==> config.mk <==
export PLATFORM = sky130hd
export DESIGN_NAME = fsm_ctrl
export DESIGN_NICKNAME = d
export VERILOG_FILES = /design/src/rtl/fsm_pkg.sv /design/src/rtl/fsm_ctrl.sv
export SDC_FILE = /design/constraint.sdc
export NUM_CORES = 1
export LEC_CHECK = 0
export ABC_AREA = 0
export BUFFER_PORTS_ARGS = -buffer_cell sky130_fd_sc_hd__buf_2
export CORE_MARGIN = 2
export CORE_UTILIZATION = 50
export DETAILED_ROUTE_END_ITERATION = 12
export GPL_TIMING_DRIVEN = 0
export PLACE_DENSITY = 0.82
export SYNTH_ARGS = -nofsm -noshare
export SYNTH_HDL_FRONTEND = slang
export SYNTH_SLANG_ARGS = --single-unit
export TNS_END_PERCENT = 100
==> constraint.sdc <==
create_clock -name clk -period 3.03 [get_ports clk]
set_input_delay 0.1515 -clock clk [delete_from_list [all_inputs] [get_ports clk]]
set_output_delay 0.1515 -clock clk [all_outputs]
set_load 0.02 [all_outputs]
==> src/rtl/fsm_pkg.sv <==
// Shared encodings for the layer-sequencing controller.
// Imported by the controller, the datapath and the bench.
package fsm_pkg;

  localparam int unsigned FSM_BITS = 5;

  typedef logic [FSM_BITS-1:0] fsm_state_t;

  localparam fsm_state_t IDLE        = 5'd0;
  localparam fsm_state_t FIRST_LOAD  = 5'd1;
  localparam fsm_state_t CPB_0       = 5'd2;
  localparam fsm_state_t CPB_1       = 5'd3;
  localparam fsm_state_t CPB_2       = 5'd4;
  localparam fsm_state_t CPB_LOADNEW = 5'd5;
  localparam fsm_state_t CPB_3       = 5'd6;
  localparam fsm_state_t CPB_4       = 5'd7;

  // Codes above CPB_4 are never produced by the decoder and are recovered to IDLE.
  function automatic logic is_legal_state(input fsm_state_t s);
    return s <= CPB_4;
  endfunction

endpackage

==> src/rtl/fsm_ctrl.sv <==
// Layer-sequencing controller: steps the compute pipeline through its phases on
// one-cycle phase-done flags, with a one-deep pending-start latch for runs requested mid-run.
module fsm_ctrl
  import fsm_pkg::*;
(
  input  logic                clk,
  input  logic                reset,
  input  logic                auto,
  input  logic                start,
  input  logic                man_reset,
  input  logic                flag_firstload_end,
  input  logic                flag_cpb0_end,
  input  logic                flag_cpb1_end,
  input  logic                flag_cpb2_end,
  input  logic                flag_cpbldnew_end,
  input  logic                flag_cpb3_end,
  input  logic                flag_cpb4_end,
  output logic                busy,
  output logic [FSM_BITS-1:0] out_current_state,
  output logic [FSM_BITS-1:0] out_prev_state
);

  fsm_state_t state_q, state_d;
  fsm_state_t prev_q, prev_d;
  logic       pending_q, pending_d;

  always_ff @(posedge clk or negedge reset) begin
    if (!reset) begin
      state_q   <= IDLE;
      prev_q    <= IDLE;
      pending_q <= 1'b0;
    end else begin
      state_q   <= state_d;
      prev_q    <= prev_d;
      pending_q <= pending_d;
    end
  end

  // Only the flag owned by the current state is examined, so a held flag advances one step.
  always_comb begin
    state_d   = state_q;
    pending_d = pending_q;
    if (man_reset) begin
      state_d   = IDLE;
      pending_d = 1'b0;
    end else if (state_q == IDLE) begin
      if (start || pending_q) begin
        state_d   = FIRST_LOAD;
        pending_d = 1'b0;
      end
    end else begin
      if (start) begin
        pending_d = 1'b1;
      end
      if (!is_legal_state(state_q)) begin
        state_d = IDLE;
      end else begin
        case (state_q)
          FIRST_LOAD:  if (flag_firstload_end) state_d = CPB_0;
          CPB_0:       if (flag_cpb0_end)      state_d = CPB_1;
          CPB_1:       if (flag_cpb1_end)      state_d = CPB_2;
          CPB_2:       if (flag_cpb2_end)      state_d = CPB_LOADNEW;
          CPB_LOADNEW: if (flag_cpbldnew_end)  state_d = CPB_3;
          CPB_3:       if (flag_cpb3_end)      state_d = CPB_4;
          CPB_4:       if (flag_cpb4_end)      state_d = auto ? FIRST_LOAD : IDLE;
          default:     state_d = IDLE;
        endcase
      end
    end
    prev_d = (state_d != state_q) ? state_q : prev_q;
  end

  always_comb begin
    busy              = (state_q != IDLE);
    out_current_state = state_q;
    out_prev_state    = prev_q;
  end

endmodule

# Word level (Yosys, flattened, before mapping)
# Index checks and enable logic that the tools add are counted.
dict set report classes {
  add_sub_neg 0
  mul 0
  div_mod_pow 0
  order_cmp 1
  eq_ne 9
  shifts 0
  mux 17
  n_bitwise 0
  reduce_logical 5
}
# op n
set ops {}
lappend ops {{5-bit two-way mux} 11}
lappend ops {{5-bit one-hot mux with 7 select lines} 1}
lappend ops {{5-bit by 3-bit equality test with 1-bit output, second input constant} 4}
lappend ops {{5-bit by 2-bit equality test with 1-bit output, second input constant} 2}
lappend ops {{5-bit by 1-bit equality test with 1-bit output, second input constant} 1}
lappend ops {{5-bit by 3-bit less-or-equal comparator with 1-bit output, second input constant} 1}
lappend ops {{5-bit zero test} 1}
lappend ops {{1-bit two-way mux} 5}
lappend ops {{5-bit != test} 1}
lappend ops {{5-bit nonzero test} 1}
lappend ops {{3-bit by 2-bit != test with 1-bit output, second input constant} 1}
lappend ops {{3-bit nonzero test} 1}
lappend ops {{2-bit AND reduction} 1}
lappend ops {{1-bit logical OR} 1}
dict set report totals {
  reg_bits 11
  latchBits 0
  ramBits 0
  mem_bits_ro 0
  input_bits 12
  output_inout_bits 11
  word_cells 35
  mem_count 0
}

# Depth between registers and ports, before layout
# Gate-level depths: netlist (run 1).
dict set report depth {
  ltp_word 7
  ltp_mapped 8
}

# Worst setup path before layout (run 1)
# Ideal clock, no wire load.
dict set report synth_timing {
  path_type {register to register}
  from {register state_q[1] (netlist: out_current_state[1])}
  to {register prev_q[2] (netlist: out_prev_state[2])}
  setup_ns 0.125
  t_arrival_ns 1.986
  t_required_ns 2.905
  path_slack_ns 0.919
  stages_incl_launch_ff 8
  path_cell_list {dfrtp_1 > buf_6 > mux2_1 > a211oi_2 > a22oi_2 > xnor2_1 > nor2b_4 > mux2_4}
}
dict set report synth_via {
  elab_chain_cells 6
  word_cells_on_any_way 22
  classes_between {order compare: 1; eq/ne: 8; mux: 12; reduce/logical: 1}
}
# item line
set synth_rtl {}
lappend synth_rtl {{from (decl)} fsm_ctrl.sv:23} ;# fsm_state_t state_q, state_d;
lappend synth_rtl {{from (signal assigned)} fsm_ctrl.sv:33} ;# state_q <= state_d;
lappend synth_rtl {{5-bit by 3-bit equality test with 1-bit output (tied with other cells)} fsm_ctrl.sv:58} ;# case (state_q)
lappend synth_rtl {{5-bit one-hot mux with 7 select lines} fsm_ctrl.sv:58}
lappend synth_rtl {{5-bit two-way mux} fsm_ctrl.sv:55} ;# if (!is_legal_state(state_q)) begin
lappend synth_rtl {{5-bit two-way mux} fsm_ctrl.sv:46} ;# end else if (state_q == IDLE) begin
lappend synth_rtl {{5-bit two-way mux} fsm_ctrl.sv:43} ;# if (man_reset) begin
lappend synth_rtl {{5-bit != test *} fsm_ctrl.sv:70} ;# prev_d = (state_d != state_q) ? state_q : prev_q;
lappend synth_rtl {{to (signal assigned)} fsm_ctrl.sv:34} ;# prev_q <= prev_d;
lappend synth_rtl {{to (decl)} fsm_ctrl.sv:24} ;# fsm_state_t prev_q, prev_d;
# Every way passes the cells marked *; elsewhere a longest branch is shown, timed or not.
# A chain may end at the register's enable or synchronous reset.

# Worst setup path in the final report (run 1)
# Same ends and word-level chain as after synthesis.

==> summary.md, run 1 <==
| Metric | Value |
|---|---|
| Max-cap viol count | 0 |
| Area used by multi-input combinational logic | 385.4 µm² |
| Remaining number of nets flagged by the antenna check after routing | 0 |
| Placed Instance Area | 845.8 µm² |
| Global routing usage on met1 | 0.2327 |
| Sum of routed wire length over all layers | 1.479 mm |
| Post-route DRC | 0 |
| Starting utilization of the core area | 0.5413 |
| Skew final | 0.003996 ns |
| Average cell area after synthesis | 10.49 µm² |
| Clock root buffer master | sky130_fd_sc_hd__clkbuf_4 |
| Depth of the CTS H-tree | 1 |
| Final RePlAce weighted congestion | 0.7657 |
| Hold-fix buffers, CTS | 1 |
| Type of destination of the critical path | flop |
| Area Overhead vs Synth | 23.68% |
| Clock network latency to the later pin of the worst-skew pair | 0.26 ns |
| Fin Setup TNS | 0 ns |
| Yosys synthesis warning count | 0 |
| Number of setup violations in the final report | 0 |
| Number of slew-limit violations in the final report | 0 |
| Post-synth cell types | 35 |
| Kind of start point of the critical path | flop |
| Largest incremental delay on the critical path | 0.39 ns |
| Synth area leader | sky130_fd_sc_hd__dfrtp_1 |
| Met3 GRT Util | 0.01304 |
| FF-to-FF path depth | 7 |
| RSZ-0062 raised after global routing | no |
| Worst reg2reg setup slack | 0.85 ns |
| Vertical die dimension | 41.77 µm |
| Crit-path cells | buf_6 > mux2_1 > a211oi_2 > a22oi_2 > xnor2_1 > nor2b_4 > mux2_4 |
| Final design area excluding fillers | 882.1 µm² |
| Post-cts resize count | 0 |
| Worst path bufs/invs | 1 |
| Register bit count reported by yosys | 11 |
| Register area | 275.3 µm² |
| Number of enable-type register cells in the synthesized netlist | 0 |
| Total Nets Final | 109 |
| Global routing usage on met2 | 0.3250 |
| Inserted Clock Buffers | 3 |
| Fill cell instance count of the final layout | 118 |
| Non-filler cells, final | 111 |
| Busiest layer in global routing | met2 |
| Die footprint | 1744 µm² |
| Drt first-iter violations | 24 |
| Launch point of the worst hold path | man_reset |
| Number of global-route vias before repair | 611 |
| Routed vias | 598 |
| Wire length per cell | 13.32 µm |
| Post-synthesis instance area | 713.2 µm² |
| Largest cells by area after synthesis | sky130_fd_sc_hd__dfrtp_1 (39%), sky130_fd_sc_hd__buf_6 (6.3%), sky130_fd_sc_hd__a311oi_4 (3.7%) |
| Worst ir drop on vdd | 0.2974 mV |
| Leading cell type by number of instances after synthesis | sky130_fd_sc_hd__dfrtp_1 |
| Share of the synthesized area in the top cell type | 0.3860 |
| P per Cell Area | 341.9 nW/µm² |
| DP HPWL | 1.081 mm |
| Total of buffers placed on input and output ports | 22 |
| Reg-to-reg critical path startpoint | out_current_state[1] |
| Largest net degree at the start of global routing | 12 |
| Site Rows | 13 |
| Most frequent cells after synthesis | sky130_fd_sc_hd__dfrtp_1 (11), sky130_fd_sc_hd__nor2_1 (7), sky130_fd_sc_hd__nand2_1 (6), sky130_fd_sc_hd__buf_6 (4) |
| Hold violation count in the final report | 0 |
| Max Freq | 0.4580 GHz |
| Static leakage | 0.4413 nW |
| Core area | 1318 µm² |
| Hold depth | 2 |
| TritonCTS clock tree | built |
| Diodes inserted | 0 |
| Overall routing resource usage | 0.1880 |
| Post-CTS setup buffers | 0 |
| Slowest cell on the critical path | sky130_fd_sc_hd__dfrtp_1 |
| Worst setup path category | reg2reg |
| Commonest register cell after synthesis | sky130_fd_sc_hd__dfrtp_1 |
| End of the worst register-to-register path | out_prev_state[2] |
| Gate family responsible for the most delay along the worst path | multiplexers |
| Minimum clock period after layout | 2.183 ns |
| Post-placement cell count | 106 |
| Tot Pwr | 0.3016 mW |
| Layout cells sized above 1 | 0.4063 |
| Arrival @ worst endpoint | 2.33 ns |
| Run status | finished, final reports clean |
| Share of async-settable or async-resettable flops after synthesis | 1.000 |
| Required time at the endpoint of the critical path | 3.18 ns |
| Sequential element share of the synthesized area | 0.3860 |
| Clock transition at path regs | 0.07 ns |
| Sinks on the clock net | 11 |
| Antenna violations before repair | 0 |
| Die boundary width | 41.77 µm |
| Crit path max fanout | 10 |
| Overflow left after global routing | 0 |
| I/O Pins | 23 |
| Final cycle utilization of the critical path | 0.7206 |
| First-pass GRT wire length | 2.539 mm |
| End point of the worst hold path | pending_q |
| Via-to-Cell Ratio | 5.387 |
| Number of iterations in the first detailed-routing pass | 4 |
| Hold/Removal Path Class | in2reg |
| Cells after Synth | 68 |
| Maximum count of clock buffers along a single path | 2 |
==> area by class of cell <==
cell class              instances  share of cell area
multi-input cells              51              0.4369
flip-flops and latches         11              0.3121
repair buffers                 23              0.1362
plain buffers                   4             0.05106
clock buffers                   4             0.02979
well taps                      15             0.02128
inverters                       3             0.01277
==> cell usage in the layout (no fill, tap or decap), drive strengths merged, types with 2 or more instances in the layout <==
| cell type | instances |
|---|---|
| inv | 3 |
| mux2i | 2 |
| a21oi | 4 |
| o21ai | 2 |
| buf | 26 |
| dfrtp | 11 |
| nand3 | 2 |
| nor2b | 3 |
| clkbuf | 4 |
| nand2 | 6 |
| a21o | 3 |
| conb | 2 |
| nor2 | 7 |
| and3b | 2 |
| a211oi | 2 |
| mux2 | 2 |
==> worst max path at each step <==
| stage | from | endpoint | slack [ns] | depth (start not counted) |
|---|---|---|---|---|
| 5_1_grt | out_current_state[2] | out_prev_state[2] | 0.78 | 7 |
| 4_1_cts | out_current_state[1] | out_prev_state[2] | 0.86 | 7 |
| 3_3_place_gp | out_current_state[4] | out_prev_state[2] | 0.93 | 5 |
| 2_1_floorplan | out_current_state[1] | out_prev_state[2] | 0.92 | 7 |
| 3_5_place_dp | out_current_state[1] | out_prev_state[2] | 0.88 | 7 |
| 6_report | out_current_state[1] | out_prev_state[2] | 0.85 | 7 |
==> metrics by stage <==
stage | worst slack [ns] | util | hold WS, ns
CTS | 0.8611 | 0.6695 | 0.09173
detailed placement | 0.8808 | 0.6420 | 0.03570
floorplan | 0.9192 | - | -0.1441
global placement | 0.9271 | 0.6420 | 0.02600
global route | 0.7849 | 0.6695 | 0.09717
finish | 0.8467 | 0.6695 | 0.1068
==> registers in the layout, indices dropped and copies added (netlist names) <==
register           count
pending_q              1
out_prev_state         5
out_current_state      5
==> report_power, final <==
| group | internal (mW) | switching (mW) | total (mW) |
|---|---|---|---|
| clock | 0.0509 | 0.0483 | 0.0992 |
| sequential | 0.152 | 0.00350 | 0.155 |
| combinational | 0.0200 | 0.0270 | 0.0470 |
==> logic make-up (layout without fill, tap and decap cells) <==
family | after synthesis | count (layout) | synth area share
AO/OA/AOI/OAI | 19 | 19 | 0.2333
flip-flops | 11 | 11 | 0.3860
AND/OR/NAND/NOR | 25 | 25 | 0.2193
buffers and inverters | 7 | 34 | 0.07894
XOR/XNOR | 1 | 1 | 0.01228
multiplexers | 4 | 4 | 0.06491
other | 1 | 2 | 0.005258
==> worst register-to-register path, cell delays in order (launching register included) <==
cell and delay, ns:
sky130_fd_sc_hd__dfrtp_1 0.39, sky130_fd_sc_hd__buf_6 0.15, sky130_fd_sc_hd__mux2_1 0.32, sky130_fd_sc_hd__a211oi_2 0.24, sky130_fd_sc_hd__a22oi_2 0.13, sky130_fd_sc_hd__xnor2_1 0.30, sky130_fd_sc_hd__nor2b_4 0.24, sky130_fd_sc_hd__mux2_4 0.31
==> layer usage <==
layer,wire length (µm),share of wire,vias to the layer above
met3,84,0.057,2
li1,-,-,295
met1,658,0.44,275
met5,0,0,-
met2,724,0.49,26
met4,11,0.0074,0
No activity file was read; power rests on OpenSTA's default activity.
==> run 2: changes to the inputs <==
CORE_UTILIZATION = 48   (was 50)
PLACE_DENSITY = 0.79   (was 0.82)
clock period = 2.3 ns   (was 3.03 ns; I/O delays follow)
==> run 2 against run 1 <==
Net effect:
- first-iteration DRC count decreased by 75%
- wire length decreased by 6.2%
- worst hold slack got worse by 0.045 ns
- via count decreased by 3.8%
- cell area unchanged
- highest routed layer unchanged
- global-route usage decreased by 1.4 points
- sequential power increased by 32%
- power increased by 30%
- non-clock buffer count unchanged
- clock-buffer cell count unchanged
- utilization decreased by 1.6 points
- critical path depth unchanged
==> summary.md, run 2 (synthesis gave the netlist of run 1 again) <==
| Metric | Value |
|---|---|
| Run status | finished, final reports clean |
| Hold violation count in the final report | 0 (unchanged) |
| Number of global-route vias before repair | 578 (-5.4%) |
| Non-filler cells, final | 111 (unchanged) |
| Crit path max fanout | 10 (unchanged) |
| P per Cell Area | 443.9 nW/µm² (+30%) |
| Layout cells sized above 1 | 0.4063 (unchanged) |
| Sum of routed wire length over all layers | 1.388 mm (-6.2%) |
| Most common cell after layout, fill and taps aside | sky130_fd_sc_hd__buf_2 |
| Net switching component of the power | 0.09792 mW (+24%) |
| Origin of the worst setup path | out_current_state[1] |
| Area Overhead vs Synth | 23.68% (unchanged) |
| Diodes inserted | 0 (unchanged) |
| Hold/Removal Path Class | in2reg |
| Crit-path cells | buf_6 > and4bb_1 > a21oi_2 > a311oi_4 > mux2i_1 > nor2b_4 > mux2_4 |
| Depth of the CTS H-tree | 1 (unchanged) |
| Required time at the endpoint of the critical path | 2.45 ns (-0.73 ns) |
| First-pass GRT wire length | 2.339 mm (-7.9%) |
| Kind of start point of the critical path | flop |
| Smallest hold slack | 0.06144 ns (-0.04540 ns) |
| Post-placement cell count | 106 (unchanged) |
| Fill cell instance count of the final layout | 103 (-13%) |
| Number of iterations in the first detailed-routing pass | 2 (-2) |
| Register area | 275.3 µm² (unchanged) |
| Sinks on the clock net | 11 (unchanged) |
| Via-to-Cell Ratio | 5.180 (-3.8%) |
| Proportion of power drawn by combinational gates | 0.155 (about the same) |
| TritonCTS clock tree | built |
| Area used by multi-input combinational logic | 385.4 µm² (unchanged) |
| Number of setup violations in the final report | 0 (unchanged) |
| Overflow left after global routing | 0 (unchanged) |
| Remaining number of nets flagged by the antenna check after routing | 0 (unchanged) |
| Clock group share of total power | 0.322 (-0.007) |
| Minimum clock period after layout | 2.192 ns (+0.009028 ns) |
| Internal power | 0.2937 mW (+32%) |
| Overall routing resource usage | 0.1740 (-0.01397) |
| Maximum count of clock buffers along a single path | 2 (unchanged) |
| Worst ir drop on vdd | 0.3511 mV (+18%) |
| Worst setup path category | reg2reg |
| Vertical die dimension | 42.55 µm (+1.9%) |
| Starting utilization of the core area | 0.5283 (-0.01304) |
| Drt first-iter violations | 6 (-75%) |
| Switching share of power | 0.2501 (-0.01112) |
| Final core occ | 0.6534 (-0.01613) |
| Site Rows | 13 (unchanged) |
| RSZ-0062 raised after global routing | no |
| Clock transition at path regs | 0.06 ns (about the same) |
| Final cycle utilization of the critical path | 0.9532 (+0.2326) |
| Post-route DRC | 0 (unchanged) |
| Reg-to-reg critical path startpoint | out_current_state[1] |
| Routed vias | 575 (-3.8%) |
| Gate family responsible for the most delay along the worst path | multiplexers |
| Worst reg2reg setup slack | 0.11 ns (-0.74 ns) |
| Antenna violations before repair | 0 (unchanged) |
| Clock root buffer master | sky130_fd_sc_hd__clkbuf_4 |
| Max Freq | 0.4561 GHz (-0.41%) |
| Slowest cell on the critical path | sky130_fd_sc_hd__mux2i_1 |
| Arrival @ worst endpoint | 2.34 ns (about the same) |
| Die footprint | 1810 µm² (+3.8%) |
| End of the worst register-to-register path | out_prev_state[2] |
| Final RePlAce weighted congestion | 0.7647 (-0.13%) |
| Post-cts resize count | 0 (unchanged) |
| Skew final | 0.001351 ns (-0.002645 ns) |
| I/O Pins | 23 (unchanged) |
| Worst path depth | 7 (unchanged) |
| Inserted Clock Buffers | 3 (unchanged) |
| Fin Setup TNS | 0 ns (unchanged) |
| Max-cap viol count | 0 (unchanged) |
| Core area | 1350 µm² (+2.5%) |
| Number of slew-limit violations in the final report | 0 (unchanged) |
| Worst path bufs/invs | 1 (unchanged) |
| Largest net degree at the start of global routing | 12 (unchanged) |
| Total Nets Final | 109 (unchanged) |
| Wire length per cell | 12.50 µm (-6.2%) |
| Tot Pwr | 0.3916 mW (+30%) |
| DP HPWL | 1.118 mm (+3.5%) |
| Die boundary width | 42.55 µm (+1.9%) |
| Flop pwr share | 0.523 (+0.008) |
| Most used cells in the layout excluding fill and tap cells | sky130_fd_sc_hd__buf_2 (22), sky130_fd_sc_hd__dfrtp_1 (11), sky130_fd_sc_hd__nor2_1 (7) |
| Clock network latency to the later pin of the worst-skew pair | 0.26 ns (about the same) |
| Largest incremental delay on the critical path | 0.45 ns (+0.06 ns) |
| Destination of the critical timing path | out_prev_state[2] |
| Post-CTS setup buffers | 0 (unchanged) |
| Static leakage | 0.4413 nW (unchanged) |
| Type of destination of the critical path | flop |
| Total of buffers placed on input and output ports | 22 (unchanged) |
| FF-to-FF path depth | 7 (unchanged) |
run 2: worst min path at each step:
stage | start | depth (start not counted) | slack (ns) | end
after floorplan | reset | 0 | -0.18 | out_current_state[0]
after global placement | reset | 1 | -0.01 | out_current_state[1]
after detailed placement | reset | 1 | -0.005 | out_current_state[1]
after CTS | man_reset | 2 | 0.05 | pending_q
after global routing | man_reset | 2 | 0.07 | pending_q
final | man_reset | 2 | 0.06 | pending_q
run 2: cell type report:
type                       count  share of cell area
tap                           15             0.02128
timing repair buffer          23              0.1362
inverter                       3             0.01277
multi-input combinational     51              0.4369
buffer                         4             0.05106
clock buffer                   4             0.02979
sequential                    11              0.3121
run 2: worst reg2reg max path: stages (launching register included):
cell,delay [ns]
sky130_fd_sc_hd__dfrtp_1,0.38
sky130_fd_sc_hd__buf_6,0.15
sky130_fd_sc_hd__and4bb_1,0.29
sky130_fd_sc_hd__a21oi_2,0.05
sky130_fd_sc_hd__a311oi_4,0.36
sky130_fd_sc_hd__mux2i_1,0.45
sky130_fd_sc_hd__nor2b_4,0.09
sky130_fd_sc_hd__mux2_4,0.31
run 2: per-layer routing:
metal | routed length, µm | GRT usage | vias to the layer above
met5 | 0 | 0 | -
met4 | 14 | 0.07500 | 0
met3 | 75 | 0.04741 | 2
met2 | 657 | 0.2862 | 16
met1 | 640 | 0.2120 | 262
li1 | - | - | 295
run 2: metrics by stage:
| stage | worst slack, ns | area (µm²) |
|---|---|---|
| 2_1_floorplan | 0.1892 | 716.9 |
| 6_report | 0.1077 | 882.1 |
| 4_1_cts | 0.1176 | 882.1 |
| 3_5_place_dp | 0.1212 | 845.8 |
| 5_1_grt | 0.001287 | 882.1 |
| 3_3_place_gp | 0.1775 | 845.8 |
run 2: repair_timing:
action,CTS,global route
endpoints found under the hold margin,11,0
endpoints found under the setup margin,0,0
hold buffers,1,0
run 2: power by group through the flow:
stage                     Clock (mW)  Combinational, mW  Sequential (mW)
after floorplan                    0             0.0274            0.216
after global placement             0             0.0590            0.208
after detailed placement           0             0.0602            0.209
after CTS                      0.133             0.0616            0.205
after global routing           0.142             0.0678            0.206
final                          0.126             0.0607            0.205
==> run 3: changes to the inputs <==
PLACE_DENSITY = default   (was 0.79)
PLACE_DENSITY_LB_ADDON = 0.12   (was default)
==> run 3 against run 2 <==
Net effect:
- worst hold slack got worse by 0.0041 ns
- global-route usage increased by 0.30 points
- combinational power grew 3%
- critical path type unchanged
- critical path depth stayed put
- sequential share of layout area shrank 0.13 points
- maximum frequency up 2.7%
- cell count is the same
- via count grew 2.3%
- utilization increased by 0.28 points
- clock power hardly changed
- flip-flop and latch count unchanged
- non-clock buffer count stayed put
==> summary.md, run 3 (synthesis gave the netlist of run 1 again) <==
| Metric | Value |
|---|---|
| Run status | finished, final reports clean |
| Site Rows | 13 (unchanged) |
| Die footprint | 1810 µm² (unchanged) |
| Die boundary width | 42.55 µm (unchanged) |
| RSZ-0062 raised after global routing | no |
| Net switching component of the power | 0.1022 mW (+4.4%) |
| Switching share of power | 0.2580 (+0.007937) |
| Via-to-Cell Ratio | 5.297 (+2.3%) |
| Antenna violations before repair | 0 (unchanged) |
| P per Cell Area | 447.4 nW/µm² (+0.77%) |
| Fill cell instance count of the final layout | 114 (+11%) |
| Clock transition at path regs | 0.07 ns (about the same) |
| Required time at the endpoint of the critical path | 2.46 ns (about the same) |
| Wire length per cell | 13.52 µm (+8.1%) |
| Fin Setup TNS | 0 ns (unchanged) |
| Area Overhead vs Synth | 24.21% |
| Core area | 1350 µm² (unchanged) |
| TritonCTS clock tree | built |
| First-pass GRT wire length | 2.401 mm (+2.7%) |
| Worst path bufs/invs | 1 (unchanged) |
| Starting utilization of the core area | 0.5283 (unchanged) |
| Crit-path cells | buf_6 > mux2_1 > a211oi_2 > a22oi_2 > xnor2_1 > nor2b_4 > mux2_4 |
| Final RePlAce weighted congestion | 0.7899 (+3.3%) |
| Number of slew-limit violations in the final report | 0 (unchanged) |
| Depth of the CTS H-tree | 1 (unchanged) |
| Total of buffers placed on input and output ports | 22 (unchanged) |
| Maximum count of clock buffers along a single path | 2 (unchanged) |
| Static leakage | 0.4433 nW (+0.46%) |
| Layout cells sized above 1 | 0.4167 (+0.01042) |
| Clock group share of total power | 0.325 (+0.003) |
| Max-cap viol count | 0 (unchanged) |
| Gate family responsible for the most delay along the worst path | multiplexers |
| Flop pwr share | 0.517 (-0.006) |
| Routed vias | 588 (+2.3%) |
| Post-route DRC | 0 (unchanged) |
| Largest net degree at the start of global routing | 12 (unchanged) |
| Type of destination of the critical path | flop |
| Crit path max fanout | 10 (unchanged) |
| Overflow left after global routing | 0 (unchanged) |
| Remaining number of nets flagged by the antenna check after routing | 0 (unchanged) |
| Hold/Removal Path Class | in2reg |
| Hold violation count in the final report | 0 (unchanged) |
| Smallest hold slack | 0.05735 ns (-0.004093 ns) |
| Clock network latency to the later pin of the worst-skew pair | 0.27 ns (about the same) |
| Largest incremental delay on the critical path | 0.39 ns (-0.06 ns) |
| Post-CTS setup buffers | 0 (unchanged) |
| Kind of start point of the critical path | flop |
| Sinks on the clock net | 11 (unchanged) |
| Internal power | 0.2941 mW (+0.13%) |
| Max Freq | 0.4684 GHz (+2.7%) |
| Overall routing resource usage | 0.1769 (+0.002953) |
| Most used cells in the layout excluding fill and tap cells | sky130_fd_sc_hd__buf_2 (22), sky130_fd_sc_hd__dfrtp_1 (11), sky130_fd_sc_hd__nor2_1 (7) |
| Worst ir drop on vdd | 0.3362 mV (-4.2%) |
| Total Nets Final | 109 (unchanged) |
| Inserted Clock Buffers | 3 (unchanged) |
| I/O Pins | 23 (unchanged) |
| Final cycle utilization of the critical path | 0.9282 (-0.02501) |
| Diodes inserted | 0 (unchanged) |
| Clock root buffer master | sky130_fd_sc_hd__clkbuf_4 |
| Slowest cell on the critical path | sky130_fd_sc_hd__dfrtp_1 |
| Proportion of power drawn by combinational gates | 0.158 (+0.003) |
| Worst setup path category | reg2reg |
| Minimum clock period after layout | 2.135 ns (-0.05752 ns) |
| Number of global-route vias before repair | 542 (-6.2%) |
| Most common cell after layout, fill and taps aside | sky130_fd_sc_hd__buf_2 |
| Arrival @ worst endpoint | 2.29 ns (-0.05 ns) |
| Drt first-iter violations | 7 (+1) |
| Number of iterations in the first detailed-routing pass | 2 (unchanged) |
| Sum of routed wire length over all layers | 1.501 mm (+8.1%) |
| DP HPWL | 1.162 mm (+3.9%) |
| Skew final | 0.007795 ns (+0.006444 ns) |
| Number of setup violations in the final report | 0 (unchanged) |
| Vertical die dimension | 42.55 µm (unchanged) |
| Worst reg2reg setup slack | 0.17 ns (+0.06 ns) |
==> run 3: cell count changes in the layout (fill, tap and decap cells not counted) <==
cell,before,now
sky130_fd_sc_hd__mux2i_2,0,1
sky130_fd_sc_hd__mux2i_1,2,1
==> run 3: worst paths after layout <==
| kind | cells after the start | startpoint | end |
|---|---|---|---|
| worst max-delay path | 7 | out_current_state[1] | out_prev_state[2] |
| worst min-delay path | 2 | man_reset | pending_q |
| worst max register to register | 7 | out_current_state[1] | out_prev_state[2] |
| worst min register to register | 1 | out_prev_state[3] | out_prev_state[3] |
| max in group asynchronous | 2 | reset | out_prev_state[0] |
| min in group asynchronous | 2 | reset | out_prev_state[2] |
==> run 3: layer usage <==
layer	GRT usage	routed length, µm
met1	0.2177	688
met2	0.2954	728
met3	0.06466	76
met4	0.03750	8
met5	0	0
==> run 3: worst register-to-register path, delay by kind of cell, from the launching register on <==
family	cells	cell delay (ns)
AO/OA/AOI/OAI	2	0.36
XOR/XNOR	1	0.25
buffers and inverters	1	0.15
flip-flops	1	0.39
multiplexers	2	0.63
AND/OR/NAND/NOR	1	0.24
==> run 3: layout make-up <==
type | instances | area, µm² | area share
Buffer | 4 | 45.04 | 0.05085
Timing Repair Buffer | 23 | 120.1 | 0.1356
Tap cell | 15 | 18.77 | 0.02119
Sequential cell | 11 | 275.3 | 0.3107
Clock buffer | 4 | 26.28 | 0.02966
Inverter | 3 | 11.26 | 0.01271
Multi-Input combinational cell | 51 | 389.1 | 0.4393
==> run 3: stage by stage <==
stage / power, mW / utilization / cells / worst slack [ns] / instance area (µm²)
2_1_floorplan: 0.2430 / - / 69 / 0.1892 / 716.9
3_3_place_gp: 0.2677 / 0.6265 / 106 / 0.1769 / 845.8
3_5_place_dp: 0.2695 / 0.6265 / 106 / 0.1102 / 845.8
4_1_cts: 0.4015 / 0.6534 / 111 / 0.09024 / 882.1
5_1_grt: 0.4167 / 0.6562 / 111 / 0.03201 / 885.9
6_report: 0.3963 / 0.6562 / 111 / 0.1652 / 885.9
==> run 3: timing repair <==
action	in CTS	in global routing
gates resized for setup	0	1
hold endpoints to repair	11	0
setup endpoints to repair	0	1
hold buffers	1	0
==> run 3: power by group through the flow <==
stage	Clock (mW)	Combinational (mW)	Sequential [mW]
after floorplan	0	0.0274	0.216
after global placement	0	0.0594	0.208
after detailed placement	0	0.0609	0.209
after CTS	0.134	0.0624	0.205
after global routing	0.143	0.0685	0.205
final	0.129	0.0626	0.205
